`config.mk`:
```
export PLATFORM = sky130hd
export DESIGN_NAME = rs232_rx
export DESIGN_NICKNAME = d
export VERILOG_FILES = /design/src/rtl/rs232_rx.sv
export SDC_FILE = /design/constraint.sdc
export NUM_CORES = 1
export LEC_CHECK = 0
export CORE_ASPECT_RATIO = 1.2
export CORE_MARGIN = 5
export CORE_UTILIZATION = 55
export CTS_CLUSTER_SIZE = 12
export DETAILED_ROUTE_END_ITERATION = 16
export PLACE_DENSITY = 0.76
export SLEW_MARGIN = 20
export SYNTH_ARGS = -nofsm -noshare
export SYNTH_HDL_FRONTEND = slang
export SYNTH_SLANG_ARGS = --single-unit
```
`constraint.sdc`:
```
create_clock -name CLK -period 2.2 [get_ports CLK]
set_clock_uncertainty 0.05 [all_clocks]
set_input_delay 0.22 -clock CLK [delete_from_list [all_inputs] [get_ports CLK]]
set_output_delay 0.22 -clock CLK [all_outputs]
set_load 0.03 [all_outputs]
```
`src/rtl/rs232_rx.sv`:
```
// UART receiver: 8N1, LSB first, idle-high line. Samples each bit at mid-bit,
// strobes DONE on a good frame, FERR on a low stop bit, and filters start glitches.
module rs232_rx #(
  parameter int unsigned CLKS_PER_BIT = 434,
  parameter int unsigned HALF_BIT     = CLKS_PER_BIT / 2
) (
  input  logic       CLK,
  input  logic       RST,
  input  logic       RX,
  output logic [7:0] DATA,
  output logic       DONE,
  output logic       FERR,
  output logic       BUSY
);

  localparam int unsigned CNT_W = (CLKS_PER_BIT > 1) ? $clog2(CLKS_PER_BIT) : 1;

  localparam logic [CNT_W-1:0] BIT_END  = CNT_W'(CLKS_PER_BIT - 1);
  localparam logic [CNT_W-1:0] HALF_END = CNT_W'(HALF_BIT - 1);

  localparam logic [2:0] S_IDLE      = 3'd0;
  localparam logic [2:0] S_START     = 3'd1;
  localparam logic [2:0] S_DATA      = 3'd2;
  localparam logic [2:0] S_STOP      = 3'd3;
  localparam logic [2:0] S_WAIT_IDLE = 3'd4;

  logic             rx_meta_q;
  logic             rx_s_q;
  logic [2:0]       state_q,   state_d;
  logic [CNT_W-1:0] clk_cnt_q, clk_cnt_d;
  logic [2:0]       bit_idx_q, bit_idx_d;
  logic [7:0]       shift_q,   shift_d;
  logic [7:0]       data_q,    data_d;
  logic             done_q,    done_d;
  logic             ferr_q,    ferr_d;
  logic             busy_q,    busy_d;

  // State and output registers; synchroniser resets to the idle line level.
  always_ff @(posedge CLK or negedge RST) begin
    if (!RST) begin
      rx_meta_q <= 1'b1;
      rx_s_q    <= 1'b1;
      state_q   <= S_IDLE;
      clk_cnt_q <= '0;
      bit_idx_q <= '0;
      shift_q   <= '0;
      data_q    <= '0;
      done_q    <= 1'b0;
      ferr_q    <= 1'b0;
      busy_q    <= 1'b0;
    end else begin
      rx_meta_q <= RX;
      rx_s_q    <= rx_meta_q;
      state_q   <= state_d;
      clk_cnt_q <= clk_cnt_d;
      bit_idx_q <= bit_idx_d;
      shift_q   <= shift_d;
      data_q    <= data_d;
      done_q    <= done_d;
      ferr_q    <= ferr_d;
      busy_q    <= busy_d;
    end
  end

  // Next-state logic; the bit counter restarts on every state or bit boundary.
  always_comb begin
    state_d   = state_q;
    clk_cnt_d = clk_cnt_q + CNT_W'(1);
    bit_idx_d = bit_idx_q;
    shift_d   = shift_q;
    data_d    = data_q;
    done_d    = 1'b0;
    ferr_d    = 1'b0;

    case (state_q)
      S_IDLE: begin
        clk_cnt_d = '0;
        if (!rx_s_q) begin
          state_d = S_START;
        end
      end
      S_START: begin
        if (clk_cnt_q == HALF_END) begin
          clk_cnt_d = '0;
          if (rx_s_q) begin
            state_d = S_IDLE;
          end else begin
            state_d   = S_DATA;
            bit_idx_d = 3'd0;
          end
        end
      end
      S_DATA: begin
        if (clk_cnt_q == BIT_END) begin
          clk_cnt_d          = '0;
          shift_d[bit_idx_q] = rx_s_q;
          if (bit_idx_q == 3'd7) begin
            state_d = S_STOP;
          end else begin
            bit_idx_d = bit_idx_q + 3'd1;
          end
        end
      end
      S_STOP: begin
        if (clk_cnt_q == BIT_END) begin
          clk_cnt_d = '0;
          if (rx_s_q) begin
            data_d  = shift_q;
            done_d  = 1'b1;
            state_d = S_IDLE;
          end else begin
            ferr_d  = 1'b1;
            state_d = S_WAIT_IDLE;
          end
        end
      end
      // Hold off after a framing error until the line goes idle, so a break
      // is not decoded as a stream of zero frames.
      S_WAIT_IDLE: begin
        clk_cnt_d = '0;
        if (rx_s_q) begin
          state_d = S_IDLE;
        end
      end
      default: begin
        clk_cnt_d = '0;
        state_d   = S_IDLE;
      end
    endcase

    busy_d = (state_d != S_IDLE);
  end

  assign DATA = data_q;
  assign DONE = done_q;
  assign FERR = ferr_q;
  assign BUSY = busy_q;

endmodule

```
==> results.json <==
{
  "status": "completed",
  "timing.final.crit_period_ps": 1970,
  "cp-start-kind": "flop",
  "hp-class": "in -> reg",
  "rsz0062_at_grt": "false",
  "ys_warn_count": 0,
  "synth_edf_count": 0,
  "irDropWorstVdd_uv": 465,
  "met1Wirelength_um": 1130,
  "crit_path_max_incr_delay_ps": 400,
  "place.gp.congestion": 0.848,
  "place_area_mm2": 0.00187,
  "postSynth.asyncResetShare": 1.00,
  "synthFlopType": "dfrtp_1",
  "crit_family": "simple AND/OR/NAND/NOR gates",
  "die_area_mm2": 0.00430,
  "antenna_left": 0,
  "die_h_um": 70.9,
  "nNetsFinal": 167,
  "netlist_instances": 141,
  "yosysTopAreaCellShare": 0.501,
  "drive_gt1_frac": 0.206,
  "hold_viol": 0,
  "place_hpwl_um": 2110,
  "cts_hold_buf": 0,
  "grt_max_degree": 37,
  "area_growth_pct": 13.7,
  "routed_via_density": 5.57,
  "worst_pin_slew_ps": 485,
  "worstSetupPathType": "reg -> reg",
  "overflow": 0,
  "slew_viol_final": 0,
  "cts_tree": "built",
  "finalSetupTns_ps": 0,
  "fin_area_mm2": 0.00193,
  "vias": 1091,
  "wl_per_cell_um": 14.7,
  "drt_iter0_markers": 17,
  "crit_buf_inv": 2,
  "highest_layer": "met4",
  "synth_seq_cells": 36,
  "drcViolationCount": 0,
  "synth_common_cells": "dfrtp_1 (34), mux2_2 (15), nor2_1 (15)",
  "cpMaxStageDelayCell": "dfrtp_1",
  "syn_area_mm2": 0.00170,
  "maxCapViolCount": 0,
  "grt_pass1_vias": 1100,
  "grt_first_pass_wirelength_um": 4880,
  "power_density_mw_per_mm2": 541,
  "max_freq_ghz": 0.508,
  "syn_area_per_cell_um2": 12.0,
  "core_region_area_mm2": 0.00303,
  "total_power_w": 0.00104,
  "crit_chain": "inv_1, ha_1, nand4bb_1, buf_4, nor4_4, nand4_1, mux2_1",
  "clockBufferDepth": 2,
  "placement.io_buffers": 13,
  "clk_pin_slew_worst_paths_ps": 100,
  "route.met2.wl_um": 1530,
  "antenna_found_initial": 0,
  "fin_crit_sh": 0.895,
  "numCtsBuffers": 5,
  "yosysSeqAreaShare": 0.532,
  "cts-resized-gates": 0,
  "post-cts-setup-buffers": 0,
  "cp.required_ps": 2370,
  "arrival_ps": 2140,
  "routed-wl-met3_um": 147,
  "wirelength_um": 2880,
  "leakagePower_nw": 0.865,
  "yosys-top-cells-area": "dfrtp_1 (50%), mux2_2 (9.9%), ha_1 (3.7%)",
  "ys_types": 40,
  "placementRows": 22,
  "setup_viol": 0,
  "htree_levels": 2,
  "clkSinkCount": 36,
  "initial_core_util": 0.561,
  "antennaDiodeCount": 0,
  "cts_root_buf": "clkbuf_4",
  "die_w_um": 60.7,
  "clkLatencyLatePin_ps": 340,
  "synth_top_area_cell": "dfrtp_1",
  "synth.most_common_cell": "dfrtp_1",
  "critPathCaptureType": "flop",
  "worst-path-max-fanout": 9,
  "slew-limit-headroom": 0.673,
  "synth_fp_nets": 149,
  "io_pins": 14,
  "grt.total_usage": 0.152,
  "drtPass1Iterations": 4
}
[cell type report]
class                           count  area (um^2)
Multi-Input combinational cell     94          752
Timing Repair Buffer               15          145
Clock buffer                        8         58.8
Sequential cell                    36          903
Tap cell                           36         45.0
Fill cell                         236         1100
Inverter                            7         26.3
[sequential cells by signal (all words and copies together), names as in the netlist, 3 cells and up]
name,count
state_q,3
DATA,8
shift_q,8
bit_idx_q,3
clk_cnt_q,9
[metrics by stage]
step                hold slack (ps)  utilization  cells  worst slack, ps
floorplan                      -126            -    141              439
global placement                296        0.618    188              369
detailed placement              300        0.618    188              227
CTS                             220        0.638    196              221
global route                    215        0.638    196             62.6
finish                          233        0.638    196              231
[worst paths after layout]
kind / depth (start not counted) / endpoint / startpoint / slack, ps
worst max-delay path: 7 / shift_q[7]$_DFFE_PN0P_ / clk_cnt_q[1]$_DFF_PN0_ / 230
worst min-delay path: 1 / rx_meta_q$_DFF_PN1_ / RX / 230
worst max register to register: 7 / shift_q[7]$_DFFE_PN0P_ / clk_cnt_q[1]$_DFF_PN0_ / 230
worst min register to register: 0 / rx_s_q$_DFF_PN1_ / rx_meta_q$_DFF_PN1_ / 320
max in group asynchronous: 2 / rx_s_q$_DFF_PN1_ / RST / 1510
min in group asynchronous: 2 / DATA[2]$_DFFE_PN0P_ / RST / 240
[worst register-to-register path: stages, from the launching register on]
cell	delay, ps
dfrtp_1	400
inv_1	80
ha_1	140
nand4bb_1	100
buf_4	180
nor4_4	380
nand4_1	190
mux2_1	350
[layout by cell type (no fill, tap or decap), types with 2 or more instances in the layout]
| cell | n |
|---|---|
| nand3_1 | 6 |
| dfstp_2 | 2 |
| o21bai_1 | 2 |
| xor2_1 | 2 |
| and3_1 | 3 |
| ha_1 | 5 |
| nor2_1 | 15 |
| mux2_2 | 15 |
| clkbuf_4 | 5 |
| nand4bb_1 | 2 |
| nor4_4 | 2 |
| inv_1 | 7 |
| a32o_1 | 2 |
| o21ai_0 | 2 |
| nand2b_1 | 2 |
| clkbuf_1 | 2 |
| xnor2_1 | 5 |
| nand2_1 | 9 |
| buf_4 | 2 |
| dfrtp_1 | 34 |
| nor2b_1 | 2 |
| clkdlybuf4s50_1 | 13 |
[cells by family after synthesis]
group,count (synthesis),share of synthesized area
AOI/OAI and AO/OA,15,0.0744
xor gates and xnor gates,7,0.0361
adders and majority gates,5,0.0368
buffers and inverters,11,0.0251
DFF,36,0.532
muxes,16,0.106
and+or+nand+nor,51,0.189
[where the power goes]
group	leakage, nW	internal (W)	total, W	switching (W)
sequential	0.476	0.000665	0.000669	0.00000414
combinational	0.356	0.00000494	0.0000178	0.0000129
clock	0.0326	0.000158	0.000357	0.000199
total	0.865	0.000827	0.00104	0.000217
[layer usage]
| layer | vias to the layer above | track usage |
|---|---|---|
| li1 | 534 | - |
| met4 | 0 | 0.0675 |
| met2 | 28 | 0.258 |
| met1 | 521 | 0.170 |
| met3 | 8 | 0.0493 |
| met5 | - | 0 |
Power figures use the tool's default switching activity.
==> patch 1 (config.mk and constraints unchanged) <==
Put one more register stage on the output `DATA`, without a reset. The value now appears one clock later. The other outputs are not delayed to match.
--- a/src/rtl/rs232_rx.sv
+++ b/src/rtl/rs232_rx.sv
@@ -132,5 +132,7 @@
   end
 
-  assign DATA = data_q;
+  always_ff @(posedge CLK) begin
+    DATA <= data_q;
+  end
   assign DONE = done_q;
   assign FERR = ferr_q;
Behaviour: no difference found for any inputs over 10 cycles, from zero or initial values and one cycle with RST low; that may be too few to reach the edited logic, so the function may still have changed.
==> patch 1 against the unedited design <==
Setup slack worse by 0.14 ns. Hold slack better by 0.042 ns. Non-clock buffer count rose by 7. Sequential cell count is 8 higher. Total power rose by 39%. Clock power rose by 72%. Cell area up 19%. Combinational power is 35% higher. Largest cell class unchanged. Area after synthesis rose by 16%. Critical path type unchanged. Critical endpoint is now bit_idx_q[2]. Critical path depth did not move. Wire length grew 16%. Fmax decreased by 6.6%. Core utilization rose by 3.7 points.
==> patch 1: results (changes against the unedited design) <==
Detailed routing
  • DR iter-0 viols: 63 (+46)
  • First-pass detailed-route iteration total: 4 (unchanged)
  • Via count: 1262 (+16%)
  • DR WL/cell: 15.3 um (+4.0%)

Global routing
  • Total GRT Usage: 16.4% (+1.2 points)
  • Vias in the first global route: 1377 (+25%)
  • Largest net degree at the start of global routing: 37 (unchanged)
  • First-pass GRT wire length: 6130 um (+26%)
  • Initial antenna violation count: 0 (unchanged)

Placement
  • HPWL after DPL: 2450 um (+16%)
  • I/O Buffers: 13 (unchanged)
  • Placer Congestion: 0.866 (+2.1%)
  • Pre-CTS setup slack: -0.00838 ns (-0.235 ns)

CTS
  • CTS clock-pin slew for the worst setup and hold paths: 0.08 ns (-0.02 ns)
  • Total CTS buffers: 5 (unchanged)
  • Root Buffer: clkbuf_8
  • Skew-Pair Late Insertion Delay: 0.29 ns (-0.05 ns)
  • H-tree Lvls: 2 (unchanged)
  • Clk buf depth: 2 (unchanged)

Finish
  • Max reg flops: 9 (unchanged)
  • Fillers: 258 (+9.3%)
  • Antenna diode count: 0 (unchanged)
  • Share of cells above drive strength 1: 22.0% (+1.4 points)
  • Nets@finish: 189 (+13%)
  • Biggest register: clk_cnt_q

Power and ir drop
  • Leakage: 1.04 nW (+21%)
  • Max VDD drop: 648 uV (+39%)

Yosys
  • Synth warn: 0 (unchanged)
  • Async SR Flop Fraction: 81.8% (-18 points)
  • Synth top area cells: dfrtp_1 (43%), dfxtp_1 (8.2%), mux2_4 (6.1%)
  • Syn Nets: 167 (+12%)
  • Sequential share of the synthesized area: 54.2% (+0.97 points)
  • Unique masters post-synth: 45 (+13%)
  • Commonest cells in the netlist: dfrtp_1 (34), nor2_1 (18), dfxtp_1 (8), mux2_4 (8), nand2_1 (7)
  • Synth Flop Type: dfrtp_1

Critical path
  • Top Family by Delay on Critical Path: simple AND/OR/NAND/NOR gates
  • Crit-path max FO: 4 (-5)
  • Slowest stage delay, CP: 0.46 ns (+0.06 ns)
  • Crit path max-delay cell type: or4b_1
  • Crit path arrival time: 2.25 ns (+0.11 ns)

STA
  • Worst slew margin: 67.2% (about the same)

Min path
  • HP Class: in -> reg

Outcome
  • Status: complete, no violations
-- patch 1: logic make-up (layout without fill, tap and decap cells) --
logic type                 Yosys count  count (layout)  share of synthesized area [%]
AOI/OAI and AO/OA                   17              17                           6.63
DFF                                 44              44                           54.2
xor gates and xnor gates             7               7                           3.12
buffers and inverters               13              36                           3.38
adders and majority gates            5               5                           3.19
and+or+nand+nor                     58              58                           19.4
muxes                               15              15                           10.1
-- patch 1: layer usage --
layer	global-route usage [%]	vias to the layer above	wire length, um
met4	7.98	0	72
met1	18.1	632	1390
met5	0	-	0
li1	-	603	-
met2	29.4	20	1790
met3	4.87	7	96
-- patch 1: through the flow --
step | std cells | total power [mW] | area [um2] | util, %
2_1_floorplan | 159 | 0.831 | 1960 | -
3_3_place_gp | 210 | 0.851 | 2170 | 63.9
3_5_place_dp | 210 | 0.852 | 2170 | 63.9
4_1_cts | 218 | 1.47 | 2280 | 67.2
5_1_grt | 219 | 1.51 | 2290 | 67.5
6_report | 219 | 1.45 | 2290 | 67.5
-- patch 1: worst paths after layout --
check	start	endpoint	slack (ns)	cells past startpoint
max in group asynchronous	RST	rx_meta_q	1.47	2
hold reg to reg	rx_meta_q	rx_s_q	0.31	0
min in group asynchronous	RST	data_q[0]	0.28	2
setup / recovery	clk_cnt_q[0]	bit_idx_q[2]	0.09	7
setup reg to reg	clk_cnt_q[0]	bit_idx_q[2]	0.09	7
hold / removal	RX	rx_meta_q	0.27	1
-- patch 1: layout make-up --
cell class | count | share of cell area [%]
flip-flops and latches | 44 | 46.4
multi-input cells | 102 | 36.4
repair buffers | 22 | 9.18
clock buffers | 5 | 3.00
clock inverters | 3 | 2.02
well taps | 37 | 2.02
inverters | 6 | 0.983
-- patch 1: worst reg2reg max path, cell delays in order (launching register included) --
cell and delay (ns):
dfrtp_1 0.39, buf_4 0.15, inv_1 0.05, ha_1 0.13, or4b_1 0.46, nor2_1 0.26
o221ai_1 0.24, a22o_1 0.28
-- patch 1: power by group --
part | internal [mW] | switching, mW | leakage (nW)
Sequential | 0.809 | 0.000844 | 0.540
Clock | 0.342 | 0.272 | 0.0548
Combinational | 0.00611 | 0.0178 | 0.447
-- patch 1: timing repair --
item / 4_1_cts / 5_1_grt
resized for setup: 0 / 0
pin swaps: 1 / 0
buffers inserted: 0 / 1
setup endpoints to repair: 2 / 8
==> patch 2 (same flow settings) <==
Made on the original files. Change the parameter `CLKS_PER_BIT` from 434 to 217.
--- a/src/rtl/rs232_rx.sv
+++ b/src/rtl/rs232_rx.sv
@@ -2,5 +2,5 @@
 // strobes DONE on a good frame, FERR on a low stop bit, and filters start glitches.
 module rs232_rx #(
-  parameter int unsigned CLKS_PER_BIT = 434,
+  parameter int unsigned CLKS_PER_BIT = 217,
   parameter int unsigned HALF_BIT     = CLKS_PER_BIT / 2
 ) (
Function: same outputs for any inputs over 10 cycles, from zero or initial values and one cycle with RST low; that may be too few to reach the edited logic, so the function may still have changed.
==> patch 2 against the unedited design <==
Setup slack worse by 0.047 ns. Total power up 9.9%. First-iteration DRC count up 71%. Cell area down 1.5%. Wire length down 0.24%. Area after synthesis down 3.7%. Hold slack worse by 0.011 ns. Sequential cell count down 1. Fmax down 2.3%. Critical endpoint is now bit_idx_q[0].
==> patch 2: results (changes against the unedited design) <==
Finish
  • Share of cells above drive strength 1: 22.5% (+1.9 points)
  • Nets@finish: 166 (-0.60%)
  • Antenna diode count: 0 (unchanged)

Power and ir drop
  • Max VDD drop: 521 uV (+12%)
  • Switch share: 19.8% (-0.90 points)
  • Leakage: 0.898 nW (+3.9%)

STA
  • Worst slew margin: 68.4% (+1.2 points)
  • Final-report max-slew violation count: 0 (unchanged)

Yosys
  • Sequential share of the synthesized area: 53.7% (+0.51 points)
  • Async SR Flop Fraction: 100% (unchanged)
  • Compound-Gate Fraction of Synth Area: 4.36% (-3.1 points)
  • Post-synth top area share: 50.5% (+0.39 points)
  • Syn Nets: 146 (-2.0%)
  • Fraction of the mapped netlist area in adder cells: 3.06% (-0.62 points)
  • Post-Synth XOR/XNOR Area: 3.21% (-0.40 points)
  • Commonest cells in the netlist: dfrtp_1 (33), mux2_2 (16), nor2_1 (15), nand2_1 (8), nand3_1 (7)
  • Multiplexer share of the synthesized area: 13.2% (+2.5 points)
  • Post-synth EDFFs: 0 (unchanged)
  • Synth top area cells: dfrtp_1 (50%), mux2_2 (11%), nor2_1 (3.4%)
  • Unique masters post-synth: 35 (-13%)

Critical path
  • Top Family by Delay on Critical Path: simple AND/OR/NAND/NOR gates
  • Crit-path max FO: 5 (-4)
  • R2r worst-path depth: 5 (-2)
  • Critical Path Start: clk_cnt_q[0]
  • Flop-to-flop setup slack: 0.18 ns (-0.05 ns)
  • Worst setup endpoint: bit_idx_q[0]
  • Slowest stage delay, CP: 0.45 ns (+0.05 ns)
  • Crit path max-delay cell type: or4_4
  • Crit path arrival time: 2.20 ns (+0.06 ns)

Global routing
  • Largest net degree at the start of global routing: 36 (-2.7%)
  • First-pass GRT wire length: 4910 um (+0.55%)
  • Vias in the first global route: 1085 (-1.4%)
  • Initial antenna violation count: 0 (unchanged)
  • Total GRT Usage: 15.5% (+0.25 points)

Detailed routing
  • Via/cell ratio: 5.74 (+3.2%)
  • DR WL/cell: 14.8 um (+0.79%)
  • DR iter-0 viols: 29 (+12)
  • First-pass detailed-route iteration total: 4 (unchanged)
  • Drt drc: 0 (unchanged)

Min path
  • HP Class: in -> async

Placement
  • Placer Congestion: 0.817 (-3.6%)
  • HPWL after DPL: 2030 um (-3.9%)
  • I/O Buffers: 13 (unchanged)
  • Placed Area: 1820 um2 (-3.0%)

CTS
  • Total CTS buffers: 5 (unchanged)
  • # Post-CTS Setup Buffers: 0 (unchanged)
  • Post-CTS sizing: 0 (unchanged)
  • Skew-Pair Late Insertion Delay: 0.34 ns (about the same)
  • H-tree Lvls: 2 (unchanged)
  • CTS clock-pin slew for the worst setup and hold paths: 0.11 ns
  • Root Buffer: clkbuf_4

Outcome
  • Status: complete, no violations
patch 2: area by class of cell:
class	count	area, um2
Timing Repair Buffer	15	145
Clock inverter	2	35.0
Multi-Input combinational cell	97	731
Sequential cell	35	878
Fill cell	222	936
Inverter	5	18.8
Tap cell	34	42.5
Clock buffer	6	51.3
patch 2: layer usage:
| layer | vias to the layer above | GRT usage (%) | routed length (um) |
|---|---|---|---|
| met5 | - | 0 | 0 |
| met2 | 28 | 24.0 | 1360 |
| met4 | 0 | 7.88 | 65 |
| li1 | 539 | - | - |
| met3 | 7 | 5.03 | 177 |
| met1 | 540 | 18.7 | 1270 |
patch 2: power by group through the flow:
stage / Combinational [mW] / Clock, mW / Sequential, mW
floorplan: 0.00281 / 0 / 0.660
finish: 0.0172 / 0.480 / 0.650
CTS: 0.0186 / 0.493 / 0.650
global route: 0.0207 / 0.517 / 0.651
global placement: 0.0179 / 0 / 0.663
detailed placement: 0.0187 / 0 / 0.663
patch 2: how the worst min path moves through the flow:
stage	depth (start not counted)	end	slack [ns]	from
2_1_floorplan	0	BUSY	-0.13	RST
3_3_place_gp	0	rx_s_q	0.30	rx_meta_q
3_5_place_dp	0	rx_s_q	0.30	rx_meta_q
4_1_cts	1	rx_meta_q	0.22	RX
5_1_grt	1	rx_meta_q	0.22	RX
6_report	2	DATA[1]	0.22	RST
patch 2: kinds of logic after synthesis:
family          count (synthesis)
flops                          35
fa+ha+maj                       4
xor+xnor                        6
buf+inv                         7
mux                            19
compound gates                  8
simple gates                   60
patch 2: through the flow:
step	hold slack (ns)	setup slack (ns)	std cells
global placement	0.298	0.255	186
detailed placement	0.298	0.197	186
finish	0.222	0.184	194
global route	0.221	0.108	194
CTS	0.223	0.176	194
floorplan	-0.126	0.302	139
